===== src/rtl/hazard_scoreboard_if.sv =====
// rtl/hazard_scoreboard_if.sv - D-stage decode results in, stall/forwarding controls out
interface hazard_scoreboard_if #(
    parameter int TW   = 2,
    parameter int SELW = 2
);
    logic            flush;
    logic [4:0]      d_rs;
    logic [4:0]      d_rt;
    logic            d_rs_used;
    logic            d_rt_used;
    logic [TW-1:0]   d_rs_tuse;
    logic [TW-1:0]   d_rt_tuse;
    logic [4:0]      d_a3;
    logic            d_regwrite;
    logic [TW-1:0]   d_tnew;
    logic            d_md_start;
    logic            d_md_div;
    logic            d_md_use;
    logic            stall;
    logic [SELW-1:0] d_fwd_rs_sel;
    logic [SELW-1:0] d_fwd_rt_sel;
    logic [SELW-1:0] e_fwd_rs_sel;
    logic [SELW-1:0] e_fwd_rt_sel;
    logic            md_busy;

    modport master (
        output flush, d_rs, d_rt, d_rs_used, d_rt_used, d_rs_tuse, d_rt_tuse,
               d_a3, d_regwrite, d_tnew, d_md_start, d_md_div, d_md_use,
        input  stall, d_fwd_rs_sel, d_fwd_rt_sel, e_fwd_rs_sel, e_fwd_rt_sel, md_busy
    );

    modport slave (
        input  flush, d_rs, d_rt, d_rs_used, d_rt_used, d_rs_tuse, d_rt_tuse,
               d_a3, d_regwrite, d_tnew, d_md_start, d_md_div, d_md_use,
        output stall, d_fwd_rs_sel, d_fwd_rt_sel, e_fwd_rs_sel, e_fwd_rt_sel, md_busy
    );
endinterface


===== src/rtl/hazard_scoreboard.sv =====
// rtl/hazard_scoreboard.sv - in-flight writer scoreboard producing D stall and D/E forwarding selects
module hazard_scoreboard #(
    parameter int STAGES      = 3,
    parameter int TW          = 2,
    parameter int MULT_CYCLES = 5,
    parameter int DIV_CYCLES  = 10,
    parameter int SELW        = $clog2(STAGES + 1)
) (
    input logic                clk,
    input logic                reset,
    hazard_scoreboard_if.slave hs
);
    localparam int MD_MAX = (MULT_CYCLES > DIV_CYCLES) ? MULT_CYCLES : DIV_CYCLES;
    localparam int CW     = $clog2(MD_MAX + 1);

    typedef struct packed {
        logic            hit;
        logic [SELW-1:0] stage;
        logic [TW-1:0]   tnew;
    } match_t;

    logic [STAGES:1] valid_q, valid_d;
    logic [4:0]      a3_q   [1:STAGES];
    logic [4:0]      a3_d   [1:STAGES];
    logic [TW-1:0]   tnew_q [1:STAGES];
    logic [TW-1:0]   tnew_d [1:STAGES];
    logic [4:0]      rs1_q, rs1_d;
    logic [4:0]      rt1_q, rt1_d;
    logic            md_start1_q, md_start1_d;
    logic            md_div1_q, md_div1_d;
    logic [CW-1:0]   md_cnt_q, md_cnt_d;

    match_t d_rs_m, d_rt_m, e_rs_m, e_rt_m;
    logic   rs_stall, rt_stall, md_stall, stall_c, md_busy_c;

    // Scanned oldest to youngest so the lowest matching stage overrides.
    function automatic match_t youngest(input logic [4:0] r, input int first);
        match_t m;
        m = '0;
        for (int k = STAGES; k >= 1; k--) begin
            if (k >= first && r != 5'd0 && valid_q[k] && a3_q[k] == r) begin
                m.hit   = 1'b1;
                m.stage = SELW'(k);
                m.tnew  = tnew_q[k];
            end
        end
        return m;
    endfunction

    always_comb begin
        d_rs_m = youngest(hs.d_rs, 1);
        d_rt_m = youngest(hs.d_rt, 1);
        e_rs_m = youngest(rs1_q, 2);
        e_rt_m = youngest(rt1_q, 2);

        rs_stall  = hs.d_rs_used && d_rs_m.hit && (d_rs_m.tnew > hs.d_rs_tuse);
        rt_stall  = hs.d_rt_used && d_rt_m.hit && (d_rt_m.tnew > hs.d_rt_tuse);
        md_busy_c = (md_cnt_q != '0);
        md_stall  = hs.d_md_use && (md_busy_c || md_start1_q);
        stall_c   = (rs_stall || rt_stall || md_stall) && !hs.flush;
    end

    assign hs.stall        = stall_c;
    assign hs.md_busy      = md_busy_c;
    assign hs.d_fwd_rs_sel = (hs.d_rs_used && d_rs_m.hit && d_rs_m.tnew == '0) ? d_rs_m.stage : '0;
    assign hs.d_fwd_rt_sel = (hs.d_rt_used && d_rt_m.hit && d_rt_m.tnew == '0) ? d_rt_m.stage : '0;
    assign hs.e_fwd_rs_sel = (e_rs_m.hit && e_rs_m.tnew == '0) ? e_rs_m.stage : '0;
    assign hs.e_fwd_rt_sel = (e_rt_m.hit && e_rt_m.tnew == '0) ? e_rt_m.stage : '0;

    // Entry 1 takes the D instruction unless stalled; older entries always age.
    always_comb begin
        valid_d = valid_q;
        a3_d    = a3_q;
        tnew_d  = tnew_q;

        valid_d[1]  = !stall_c && hs.d_regwrite && (hs.d_a3 != 5'd0);
        a3_d[1]     = stall_c ? 5'd0 : hs.d_a3;
        tnew_d[1]   = stall_c ? '0 : hs.d_tnew;
        rs1_d       = (!stall_c && hs.d_rs_used) ? hs.d_rs : 5'd0;
        rt1_d       = (!stall_c && hs.d_rt_used) ? hs.d_rt : 5'd0;
        md_start1_d = !stall_c && hs.d_md_start;
        md_div1_d   = !stall_c && hs.d_md_start && hs.d_md_div;

        for (int k = 2; k <= STAGES; k++) begin
            valid_d[k] = valid_q[k-1];
            a3_d[k]    = a3_q[k-1];
            tnew_d[k]  = (tnew_q[k-1] == '0) ? '0 : tnew_q[k-1] - 1'b1;
        end

        if (hs.flush) begin
            valid_d     = '0;
            rs1_d       = 5'd0;
            rt1_d       = 5'd0;
            md_start1_d = 1'b0;
            md_div1_d   = 1'b0;
        end

        // The mult/div unit keeps running across a flush.
        if (md_start1_q) begin
            md_cnt_d = md_div1_q ? CW'(DIV_CYCLES) : CW'(MULT_CYCLES);
        end else if (md_cnt_q != '0) begin
            md_cnt_d = md_cnt_q - 1'b1;
        end else begin
            md_cnt_d = md_cnt_q;
        end
    end

    always_ff @(posedge clk) begin
        if (reset) begin
            valid_q     <= '0;
            rs1_q       <= 5'd0;
            rt1_q       <= 5'd0;
            md_start1_q <= 1'b0;
            md_div1_q   <= 1'b0;
            md_cnt_q    <= '0;
            for (int k = 1; k <= STAGES; k++) begin
                a3_q[k]   <= 5'd0;
                tnew_q[k] <= '0;
            end
        end else begin
            valid_q     <= valid_d;
            rs1_q       <= rs1_d;
            rt1_q       <= rt1_d;
            md_start1_q <= md_start1_d;
            md_div1_q   <= md_div1_d;
            md_cnt_q    <= md_cnt_d;
            for (int k = 1; k <= STAGES; k++) begin
                a3_q[k]   <= a3_d[k];
                tnew_q[k] <= tnew_d[k];
            end
        end
    end
endmodule


===== src/flat_wrapper.sv =====
// flat-port wrapper written by rule: the top's interface ports become plain ports
module hazard_scoreboard_flat 
#(
    parameter int STAGES      = 3,
    parameter int TW          = 2,
    parameter int MULT_CYCLES = 5,
    parameter int DIV_CYCLES  = 10,
    parameter int SELW        = $clog2(STAGES + 1)
)
  (clk, reset, hs_flush, hs_d_rs, hs_d_rt, hs_d_rs_used, hs_d_rt_used, hs_d_rs_tuse, hs_d_rt_tuse, hs_d_a3, hs_d_regwrite, hs_d_tnew, hs_d_md_start, hs_d_md_div, hs_d_md_use, hs_stall, hs_d_fwd_rs_sel, hs_d_fwd_rt_sel, hs_e_fwd_rs_sel, hs_e_fwd_rt_sel, hs_md_busy);
  hazard_scoreboard_if #(.TW(TW), .SELW(SELW)) hs_i ();
  input logic clk;
  input logic reset;
  input wire logic [$bits(hs_i.flush)-1:0] hs_flush;
  input wire logic [$bits(hs_i.d_rs)-1:0] hs_d_rs;
  input wire logic [$bits(hs_i.d_rt)-1:0] hs_d_rt;
  input wire logic [$bits(hs_i.d_rs_used)-1:0] hs_d_rs_used;
  input wire logic [$bits(hs_i.d_rt_used)-1:0] hs_d_rt_used;
  input wire logic [$bits(hs_i.d_rs_tuse)-1:0] hs_d_rs_tuse;
  input wire logic [$bits(hs_i.d_rt_tuse)-1:0] hs_d_rt_tuse;
  input wire logic [$bits(hs_i.d_a3)-1:0] hs_d_a3;
  input wire logic [$bits(hs_i.d_regwrite)-1:0] hs_d_regwrite;
  input wire logic [$bits(hs_i.d_tnew)-1:0] hs_d_tnew;
  input wire logic [$bits(hs_i.d_md_start)-1:0] hs_d_md_start;
  input wire logic [$bits(hs_i.d_md_div)-1:0] hs_d_md_div;
  input wire logic [$bits(hs_i.d_md_use)-1:0] hs_d_md_use;
  output wire logic [$bits(hs_i.stall)-1:0] hs_stall;
  output wire logic [$bits(hs_i.d_fwd_rs_sel)-1:0] hs_d_fwd_rs_sel;
  output wire logic [$bits(hs_i.d_fwd_rt_sel)-1:0] hs_d_fwd_rt_sel;
  output wire logic [$bits(hs_i.e_fwd_rs_sel)-1:0] hs_e_fwd_rs_sel;
  output wire logic [$bits(hs_i.e_fwd_rt_sel)-1:0] hs_e_fwd_rt_sel;
  output wire logic [$bits(hs_i.md_busy)-1:0] hs_md_busy;
  assign hs_i.flush = hs_flush;
  assign hs_i.d_rs = hs_d_rs;
  assign hs_i.d_rt = hs_d_rt;
  assign hs_i.d_rs_used = hs_d_rs_used;
  assign hs_i.d_rt_used = hs_d_rt_used;
  assign hs_i.d_rs_tuse = hs_d_rs_tuse;
  assign hs_i.d_rt_tuse = hs_d_rt_tuse;
  assign hs_i.d_a3 = hs_d_a3;
  assign hs_i.d_regwrite = hs_d_regwrite;
  assign hs_i.d_tnew = hs_d_tnew;
  assign hs_i.d_md_start = hs_d_md_start;
  assign hs_i.d_md_div = hs_d_md_div;
  assign hs_i.d_md_use = hs_d_md_use;
  assign hs_stall = hs_i.stall;
  assign hs_d_fwd_rs_sel = hs_i.d_fwd_rs_sel;
  assign hs_d_fwd_rt_sel = hs_i.d_fwd_rt_sel;
  assign hs_e_fwd_rs_sel = hs_i.e_fwd_rs_sel;
  assign hs_e_fwd_rt_sel = hs_i.e_fwd_rt_sel;
  assign hs_md_busy = hs_i.md_busy;
  hazard_scoreboard #(.STAGES(STAGES), .TW(TW), .MULT_CYCLES(MULT_CYCLES), .DIV_CYCLES(DIV_CYCLES), .SELW(SELW)) u_core (.clk(clk), .reset(reset), .hs(hs_i));
endmodule

===== config.mk =====
export PLATFORM = sky130hd
export DESIGN_NAME = hazard_scoreboard_flat
export DESIGN_NICKNAME = d
export VERILOG_FILES = /design/src/rtl/hazard_scoreboard_if.sv /design/src/rtl/hazard_scoreboard.sv /design/src/flat_wrapper.sv
export SDC_FILE = /design/constraint.sdc
export NUM_CORES = 1
export LEC_CHECK = 0
export CAP_MARGIN = 30
export CELL_PAD_IN_SITES_DETAIL_PLACEMENT = 0
export CELL_PAD_IN_SITES_GLOBAL_PLACEMENT = 1
export CORE_ASPECT_RATIO = 0.8
export CORE_UTILIZATION = 43
export CTS_CLUSTER_DIAMETER = 60
export DETAILED_ROUTE_END_ITERATION = 8
export GPL_TIMING_DRIVEN = 0
export PLACE_DENSITY_LB_ADDON = 0.1
export SYNTH_ARGS = -nofsm -noshare
export SYNTH_HDL_FRONTEND = slang
export SYNTH_SLANG_ARGS = --single-unit

===== constraint.sdc =====
create_clock -name clk -period 7.8 [get_ports clk]
set_clock_uncertainty 0.2 [all_clocks]
set_input_delay 1.17 -clock clk [delete_from_list [all_inputs] [get_ports clk]]
set_output_delay 1.17 -clock clk [all_outputs]
set_load 0.02 [all_outputs]

==> flow_metrics.tcl, run 1 <==
set metrics [dict create \
    status "finished clean" \
    fin_tns_setup_ns 0 \
    die_h_um 68.8 \
    period_minus_slack_ns 6.19 \
    netlist-cell-type-count 48 \
    crit_fanout 8 \
    hold_viol 0 \
    worst_slack_ns 1.61 \
    avgSynthCellArea_um2 8.51 \
    grt_pass1_vias 1848 \
    critPathRequiredTime_ns 6.43 \
    grt_pass1_wl_um 9480 \
    setup_viol 0 \
    vias 1991 \
    r2r_setup_slack_ns 4.36 \
    h-tree-depth 2 \
    endpoint_kind "primary output" \
    crit_arrival_ns 4.82 \
    top_layer "met4" \
    post-route-period-util 0.793 \
    area.growth.synth_to_final_pct 22.6 \
    cts_root_buf "clkbuf_8" \
    dp_slack_ns 1.61 \
    drive_gt1_frac 0.0800 \
    nets 362 \
    slew_violations 0 \
    gp_congestion 0.771 \
    dieArea_um2 5890 \
    grt_max_degree 15 \
    criticalPathCategory "input pin to primary output" \
    max_cap_viol_count 0 \
    post_cts_buffers 0 \
    wirelength_um 5540 \
    wl_met1_um 2980 \
    startpoint_type "input pin" \
    row_count 23 \
    ios 40 \
    post_drt_wl_per_cell_um 14.3 \
    wl_met3_um 292 \
    overflow 0 \
    ctsHoldBuffers 0 \
    synth-edff-count 0 \
    ys_warn_count 0 \
    routed_via_density 5.14 \
    port_buffers 35 \
    post-dp-hpwl_um 4370 \
    fp.dieW_um 85.5 \
    rsz0062_at_grt "no" \
    leakage_nw 1.07 \
    first_iter_violations 105 \
    clockBufferDepth 2 \
    grt_use_total 0.215 \
    holdWs_ns 0.317 \
    wl_met2_um 2250 \
    cts_tree "done" \
    peakVddDrop_v 0.000104 \
    fillers 498 \
    numCtsBuffers 5 \
    yosysSeqAreaShare 0.334 \
    final_util 0.568 \
    clk_pin_slew_ns 0.08 \
    synthCells 282 \
    ys_seq_elements 40 \
    drcViolationCount 0 \
    coreArea_um2 5180 \
    netlist_area_um2 2400 \
    synthFlopType "dfxtp_1" \
    ys_async_sr_fraction 0 \
    cts.sinks 40 \
    post_cts_resized 0 \
    final_cell_mix "40 x xnor2_1, 40 x dfxtp_1, 35 x clkdlybuf4s50_1" \
    start_util 0.464 \
    n_antenna_cell 0 \
    dr.pass1.iters 4 \
    clk_latency_ns 0.29 \
    power.density_nw_per_um2 194 \
    max_slew_margin 0.511 \
    min_path_type "flop to flop" \
    tightest_slew_ns 0.728 \
    synthesis.nets 320 \
    max_freq_mhz 162 \
    antenna_found_initial 0 \
    antenna_left 0 \
]
layout make-up:
class,instances,area (um2),share of cell area
Inverter,14,52.6,0.0178
Multi-Input combinational cell,212,1470,0.498
Timing Repair Buffer,35,350,0.119
Buffer,16,81.3,0.0276
Clock inverter,3,46.3,0.0157
Clock buffer,5,68.8,0.0234
Tap cell,62,77.6,0.0263
Sequential cell,40,801,0.272
path summary, 6_finish.rpt:
path	cells after the start	from	endpoint
max reg2reg	15	u_core.a3_d[2]	u_core.rs1_q[0]
max	15	hs_d_rt[4]	hs_stall
min	1	u_core.tnew_q[2]	u_core.tnew_q[0]
min reg2reg	1	u_core.tnew_q[2]	u_core.tnew_q[0]
registers in the layout, summed over array words and instances (netlist names):
signal              count
u_core.md_start1_q      1
u_core.a3_q             5
u_core.md_cnt_q         4
u_core.rs1_q            5
u_core.valid_q          3
u_core.rt1_q            5
u_core.md_div1_q        1
u_core.a3_d            10
u_core.tnew_q           6
per-stage QoR:
step | instance area (um2) | total power [mW] | instances
global placement | 2830 | 0.401 | 379
global route | 2940 | 0.614 | 387
floorplan | 2400 | 0.353 | 282
detailed placement | 2830 | 0.403 | 379
CTS | 2940 | 0.578 | 387
finish | 2940 | 0.572 | 387
per-layer routing:
metal	vias to the layer above	GRT usage
met2	45	0.321
met1	906	0.323
met4	0	0.0375
met5	-	0
li1	1038	-
met3	2	0.0429
worst max-delay path, cell delays in order:
cell and delay [ns]:
clkdlybuf4s50_1 0.63, or4_4 0.19, nor2_4 0.04, nor4_2 0.67
a21oi_1 0.08, a22oi_1 0.35, inv_1 0.08, ha_1 0.28
nand2_1 0.06, nand2_1 0.05, nor2_1 0.23, o31ai_2 0.13
and2_1 0.18, nor2_1 0.08, clkdlybuf4s50_1 0.61
synth_stat cells, types with 3 or more instances:
library cell	instances	area, um2
a21oi_1	9	45.0
a22oi_1	3	22.5
and2_1	9	56.3
clkbuf_1	11	41.3
dfxtp_1	40	801
ha_1	8	100
inv_1	14	52.6
nand2_1	23	86.3
nand3_1	7	35.0
nand4_1	9	56.3
nor2_1	24	90.1
nor2b_1	12	75.1
nor3_1	15	75.1
nor4_1	6	37.5
o21ai_0	3	15.0
or3_1	3	18.8
xnor2_1	40	350
xor2_1	10	87.6
cells by family after synthesis:
| group | after synthesis | synth area share |
|---|---|---|
| xor gates and xnor gates | 51 | 0.189 |
| muxes | 1 | 0.00417 |
| buffers and inverters | 30 | 0.0558 |
| AOI/OAI and AO/OA | 29 | 0.0902 |
| adders and majority gates | 8 | 0.0417 |
| DFF | 40 | 0.334 |
| and+or+nand+nor | 123 | 0.286 |
report_power, final:
group	internal (mW)	switching (mW)	total [mW]	leakage (nW)
sequential	0.223	0.0186	0.241	0.328
combinational	0.0801	0.0765	0.157	0.692
clock	0.0964	0.0781	0.175	0.0548
total	0.399	0.173	0.572	1.07
Power figures use the tool's default switching activity.
==> inputs of run 2 (changes only) <==
--- a/config.mk
+++ b/config.mk
@@ -9,7 +9,7 @@
 export CELL_PAD_IN_SITES_DETAIL_PLACEMENT = 0
 export CELL_PAD_IN_SITES_GLOBAL_PLACEMENT = 1
 export CORE_ASPECT_RATIO = 0.8
-export CORE_UTILIZATION = 43
+export CORE_UTILIZATION = 40
 export CTS_CLUSTER_DIAMETER = 60
 export DETAILED_ROUTE_END_ITERATION = 8
 export GPL_TIMING_DRIVEN = 0
==> constraint.sdc (replaced) <==
create_clock -name clk -period 6.2 [get_ports clk]
set_clock_uncertainty 0.2 [all_clocks]
set_input_delay 0.93 -clock clk [delete_from_list [all_inputs] [get_ports clk]]
set_output_delay 0.93 -clock clk [all_outputs]
set_load 0.02 [all_outputs]
==> run 2 against run 1 <==
Global-route usage grew 0.28 points. Cell count increased by 4.1%. Power is 25% higher. Largest cell class unchanged.
==> flow_metrics.tcl, run 2 (same netlist as run 1, synthesis figures left out) <==
set metrics [dict create \
    status "finished clean" \
    critPathRequiredTime_ns 5.07 \
    nets 362 \
    clk_latency_ns 0.30 \
    setup_viol 0 \
    port_buffers 35 \
    gp_congestion 0.788 \
    crit_fanout 6 \
    min_to "u_core.tnew_q[2]" \
    fillers 558 \
    grt_pass1_wl_um 10300 \
    clk_pin_slew_ns 0.08 \
    final_cell_mix "40 x xnor2_1, 40 x dfxtp_1, 35 x clkdlybuf4s50_1" \
    criticalPathCategory "input pin to primary output" \
    cts.sinks 40 \
    coreArea_um2 5620 \
    startpoint_type "input pin" \
    leakage_nw 1.07 \
    antenna_left 0 \
    post_cts_buffers 0 \
    max_freq_mhz 175 \
    h-tree-depth 2 \
    regToRegEndpoint "u_core.rs1_q[1]" \
    hold_depth 1 \
    drive_gt1_frac 0.0800 \
    endpoint_kind "primary output" \
    post-route-period-util 0.923 \
    die_h_um 71.3 \
    area.growth.synth_to_final_pct 23.3 \
    ctsHoldBuffers 0 \
    min_path_type "flop to flop" \
    grt_use_total 0.218 \
    max_slew_margin 0.503 \
    crit_arrival_ns 4.59 \
    vias 2031 \
    slew_violations 0 \
    peakVddDrop_v 0.000111 \
    overflow 0 \
    post_drt_wl_per_cell_um 14.8 \
    r2r-start "u_core.a3_q[4]" \
    grt_max_degree 14 \
    drcViolationCount 0 \
    tightest_slew_ns 0.739 \
    grt_pass1_vias 1994 \
    largest_register_ffs 10 \
    period_minus_slack_ns 5.72 \
    rsz0062_at_grt "no" \
    antenna_found_initial 0 \
    numCtsBuffers 5 \
    dieArea_um2 6320 \
    clockBufferDepth 2 \
    dr.pass1.iters 4 \
    hold_viol 0 \
    row_count 24 \
    power.density_nw_per_um2 242 \
    fp.dieW_um 88.6 \
    first_iter_violations 62 \
    n_antenna_cell 0 \
    routed_via_density 5.04 \
    holdWs_ns 0.306 \
    cts_root_buf "clkbuf_8" \
    start_util 0.428 \
    max_cap_viol_count 0 \
    min_from "u_core.tnew_q[4]" \
    reg2reg_depth 15 \
    final_util 0.527 \
    post_cts_resized 0 \
    r2r_setup_slack_ns 2.72 \
    wirelength_um 5950 \
    post-dp-hpwl_um 4540 \
    fin_tns_setup_ns 0 \
    cts_tree "done" \
    ios 40 \
]
==> run 2: how the worst max path moves through the flow <==
stage	start	depth (start not counted)	slack, ns	to
2_1_floorplan	hs_d_rt[3]	14	1.72	hs_stall
3_3_place_gp	hs_d_rt[2]	15	0.49	hs_stall
3_5_place_dp	hs_d_rt[4]	14	0.47	hs_stall
4_1_cts	hs_d_rt[4]	15	0.47	hs_stall
5_1_grt	hs_d_rt[2]	14	0.17	hs_stall
6_report	hs_d_rt[4]	15	0.48	hs_stall
==> run 2: metal layers <==
metal / vias up / wire length (um) / global-route usage
met5: - / 0 / 0
met4: 0 / 60 / 0.0591
met3: 7 / 250 / 0.0438
met2: 46 / 2460 / 0.321
met1: 938 / 3180 / 0.323
li1: 1040 / - / -
==> run 2: per-stage QoR <==
stage	std cells	cell area (um2)	power [mW]	worst slack [ns]
final	403	2960	0.717	0.477
after global placement	395	2850	0.507	0.493
after detailed placement	395	2850	0.508	0.465
after global routing	403	2960	0.764	0.165
after floorplan	282	2400	0.445	1.72
after CTS	403	2960	0.722	0.465
==> run 2: final cells by class <==
cell class / instances / area [um2] / area share
Buffer: 16 / 81.3 / 0.0275
Clock buffer: 5 / 68.8 / 0.0232
Clock inverter: 3 / 42.5 / 0.0144
Inverter: 14 / 52.6 / 0.0178
Multi-Input combinational cell: 212 / 1470 / 0.495
Sequential cell: 40 / 801 / 0.270
Tap cell: 78 / 97.6 / 0.0330
Timing Repair Buffer: 35 / 350 / 0.118
==> run 2: where the power goes <==
group	switching, mW	internal, mW
sequential	0.0247	0.280
clock	0.0947	0.119
combinational	0.0972	0.101
==> run 2: critical path: stages <==
cell and delay [ns]:
clkdlybuf4s50_1 0.63, or4_4 0.19, nor2_4 0.04, nor4_2 0.64, nand3_1 0.14, a22oi_1 0.30, inv_1 0.09, ha_1 0.28
nand2_1 0.06, nand2_1 0.05, nor2_1 0.23, o31ai_2 0.12, and2_1 0.18, nor2_1 0.08, clkdlybuf4s50_1 0.60
==> inputs of run 3 (changes only) <==
==> constraint.sdc (replaced) <==
create_clock -name clk -period 6.2 [get_ports clk]
set_clock_uncertainty 0.2 [all_clocks]
set_input_delay 0.93 -clock clk [delete_from_list [all_inputs] [get_ports clk]]
set_output_delay 0.93 -clock clk [all_outputs]
set_load 0.1 [all_outputs]
==> run 3 against run 2 <==
Combinational power increased by 16%. Largest cell class unchanged. Register-to-register slack about the same. Maximum frequency increased by 2.6%. Sequential share of layout area about the same. Core utilization decreased by 0.089 points. Final area decreased by 0.17%. Setup slack improved by 0.14 ns. Routed wire length unchanged. Clock power about the same.
==> flow_metrics.tcl, run 3 (same netlist as run 1, synthesis figures left out) <==
set metrics [dict create \
    status "finished clean" \
    post-route-period-util 0.900 \
    r2r-start "u_core.a3_q[4]" \
    coreArea_um2 5620 \
    tightest_slew_ns 0.980 \
    multiInputGateArea_um2 1470 \
    area.growth.synth_to_final_pct 23.1 \
    max_freq_mhz 179 \
    min_path_type "flop to flop" \
    die_h_um 71.3 \
    final_cell_mix "40 x xnor2_1, 40 x dfxtp_1, 34 x clkdlybuf4s50_1" \
    vias 2028 \
    routed_via_density 5.03 \
    clock_power_share 0.285 \
    ios 40 \
    crit_arrival_ns 4.45 \
    holdWs_ns 0.297 \
    dp_slack_ns -0.0655 \
    post_cts_buffers 0 \
    crit_start "hs_d_rt[4]" \
    antenna_left 0 \
    dr.pass1.iters 4 \
    start_util 0.428 \
    grt_max_degree 14 \
    fillers 559 \
    regToRegEndpoint "u_core.rt1_q[3]" \
    cts_tree "done" \
    rsz0062_at_grt "no" \
    crit_end "hs_stall" \
    port_buffers 35 \
    gp_congestion 0.788 \
    startpoint_type "input pin" \
    clk_latency_ns 0.30 \
    drive_gt1_frac 0.0831 \
    dieArea_um2 6320 \
    grt_pass1_wl_um 10300 \
    endpoint_kind "primary output" \
    grt_pass1_vias 1994 \
    internal_power_uw 499 \
    row_count 24 \
    critPathRequiredTime_ns 5.07 \
    seq_area_um2 801 \
    p_sw_frac 0.333 \
    slew_violations 0 \
    clk_pin_slew_ns 0.08 \
    ctsHoldBuffers 0 \
    largest_register_ffs 10 \
    pwr-share-seq 0.407 \
    n_antenna_cell 0 \
    power_frac_comb 0.308 \
    peakVddDrop_v 0.000111 \
    power.net_switching_uw 250 \
    fin_tns_setup_ns 0 \
    drcViolationCount 0 \
    power.density_nw_per_um2 253 \
    first_iter_violations 86 \
    post-dp-hpwl_um 4540 \
    crit_fanout 6 \
    clockBufferDepth 2 \
    r2r_setup_slack_ns 2.72 \
    wirelength_um 5950 \
    worst_slack_ns 0.621 \
    cts_root_buf "clkbuf_8" \
    h-tree-depth 2 \
    period_minus_slack_ns 5.58 \
    grt_use_total 0.218 \
    reg2reg_depth 15 \
    fp.dieW_um 88.6 \
    post_drt_wl_per_cell_um 14.8 \
    max_slew_margin 0.345 \
    nets 362 \
    antenna_found_initial 0 \
    numCtsBuffers 5 \
    criticalPathCategory "input pin to primary output" \
    setup_viol 0 \
    leakage_nw 1.08 \
    hold_viol 0 \
    cts.sinks 40 \
    max_cap_viol_count 0 \
    overflow 0 \
]
## run 3: layout make-up
type                            count  area share
Inverter                           14      0.0178
Sequential cell                    40       0.271
Multi-Input combinational cell    212       0.496
Clock buffer                        5      0.0233
Tap cell                           78      0.0330
Timing Repair Buffer               35       0.117
Clock inverter                      3      0.0144
Buffer                             16      0.0275
## run 3: power by group through the flow
stage,logic [mW],clock network [mW],registers [mW]
final,0.230,0.214,0.305
after global routing,0.261,0.227,0.309
after CTS,0.232,0.219,0.304
after detailed placement,0.231,0,0.310
after global placement,0.231,0,0.309
after floorplan,0.177,0,0.302
## run 3: worst max-delay path: stages
cell and delay, ns:
clkdlybuf4s50_1 0.63, or4_4 0.19, nor2_4 0.04, nor4_2 0.64, nand3_1 0.14, a22oi_1 0.30, inv_1 0.09, ha_1 0.28
nand2_1 0.06, nand2_1 0.05, nor2_1 0.23, o31ai_2 0.12, and2_1 0.18, nor2_1 0.08, clkbuf_2 0.46
## run 3: per-layer routing
metal,up-vias,wire length [um],track usage
met5,-,0,0
met2,50,2450,0.321
met3,7,303,0.0438
met1,930,3140,0.323
li1,1041,-,-
met4,0,60,0.0591
## run 3: stage by stage
step	instance area, um2	instances	total power, mW	util
finish	2960	403	0.749	0.526
global route	2960	403	0.796	0.526
CTS	2960	403	0.755	0.527
detailed placement	2850	395	0.541	0.507
global placement	2850	395	0.540	0.507
floorplan	2400	282	0.478	-
## run 3: repair_timing
action | in CTS | in global routing
setup endpoints to repair | 1 | 1
pin swaps | 0 | 0
gates resized for setup | 1 | 2
## run 3: worst min-delay path by stage
stage	startpoint	to	cells past startpoint
after global placement	u_core.tnew_q[4]	u_core.tnew_q[2]	1
after floorplan	u_core.tnew_q[4]	u_core.tnew_q[2]	1
after detailed placement	u_core.tnew_q[4]	u_core.tnew_q[2]	1
after global routing	u_core.tnew_q[4]	u_core.tnew_q[2]	1
after CTS	u_core.tnew_q[4]	u_core.tnew_q[2]	1
final	u_core.tnew_q[4]	u_core.tnew_q[2]	1
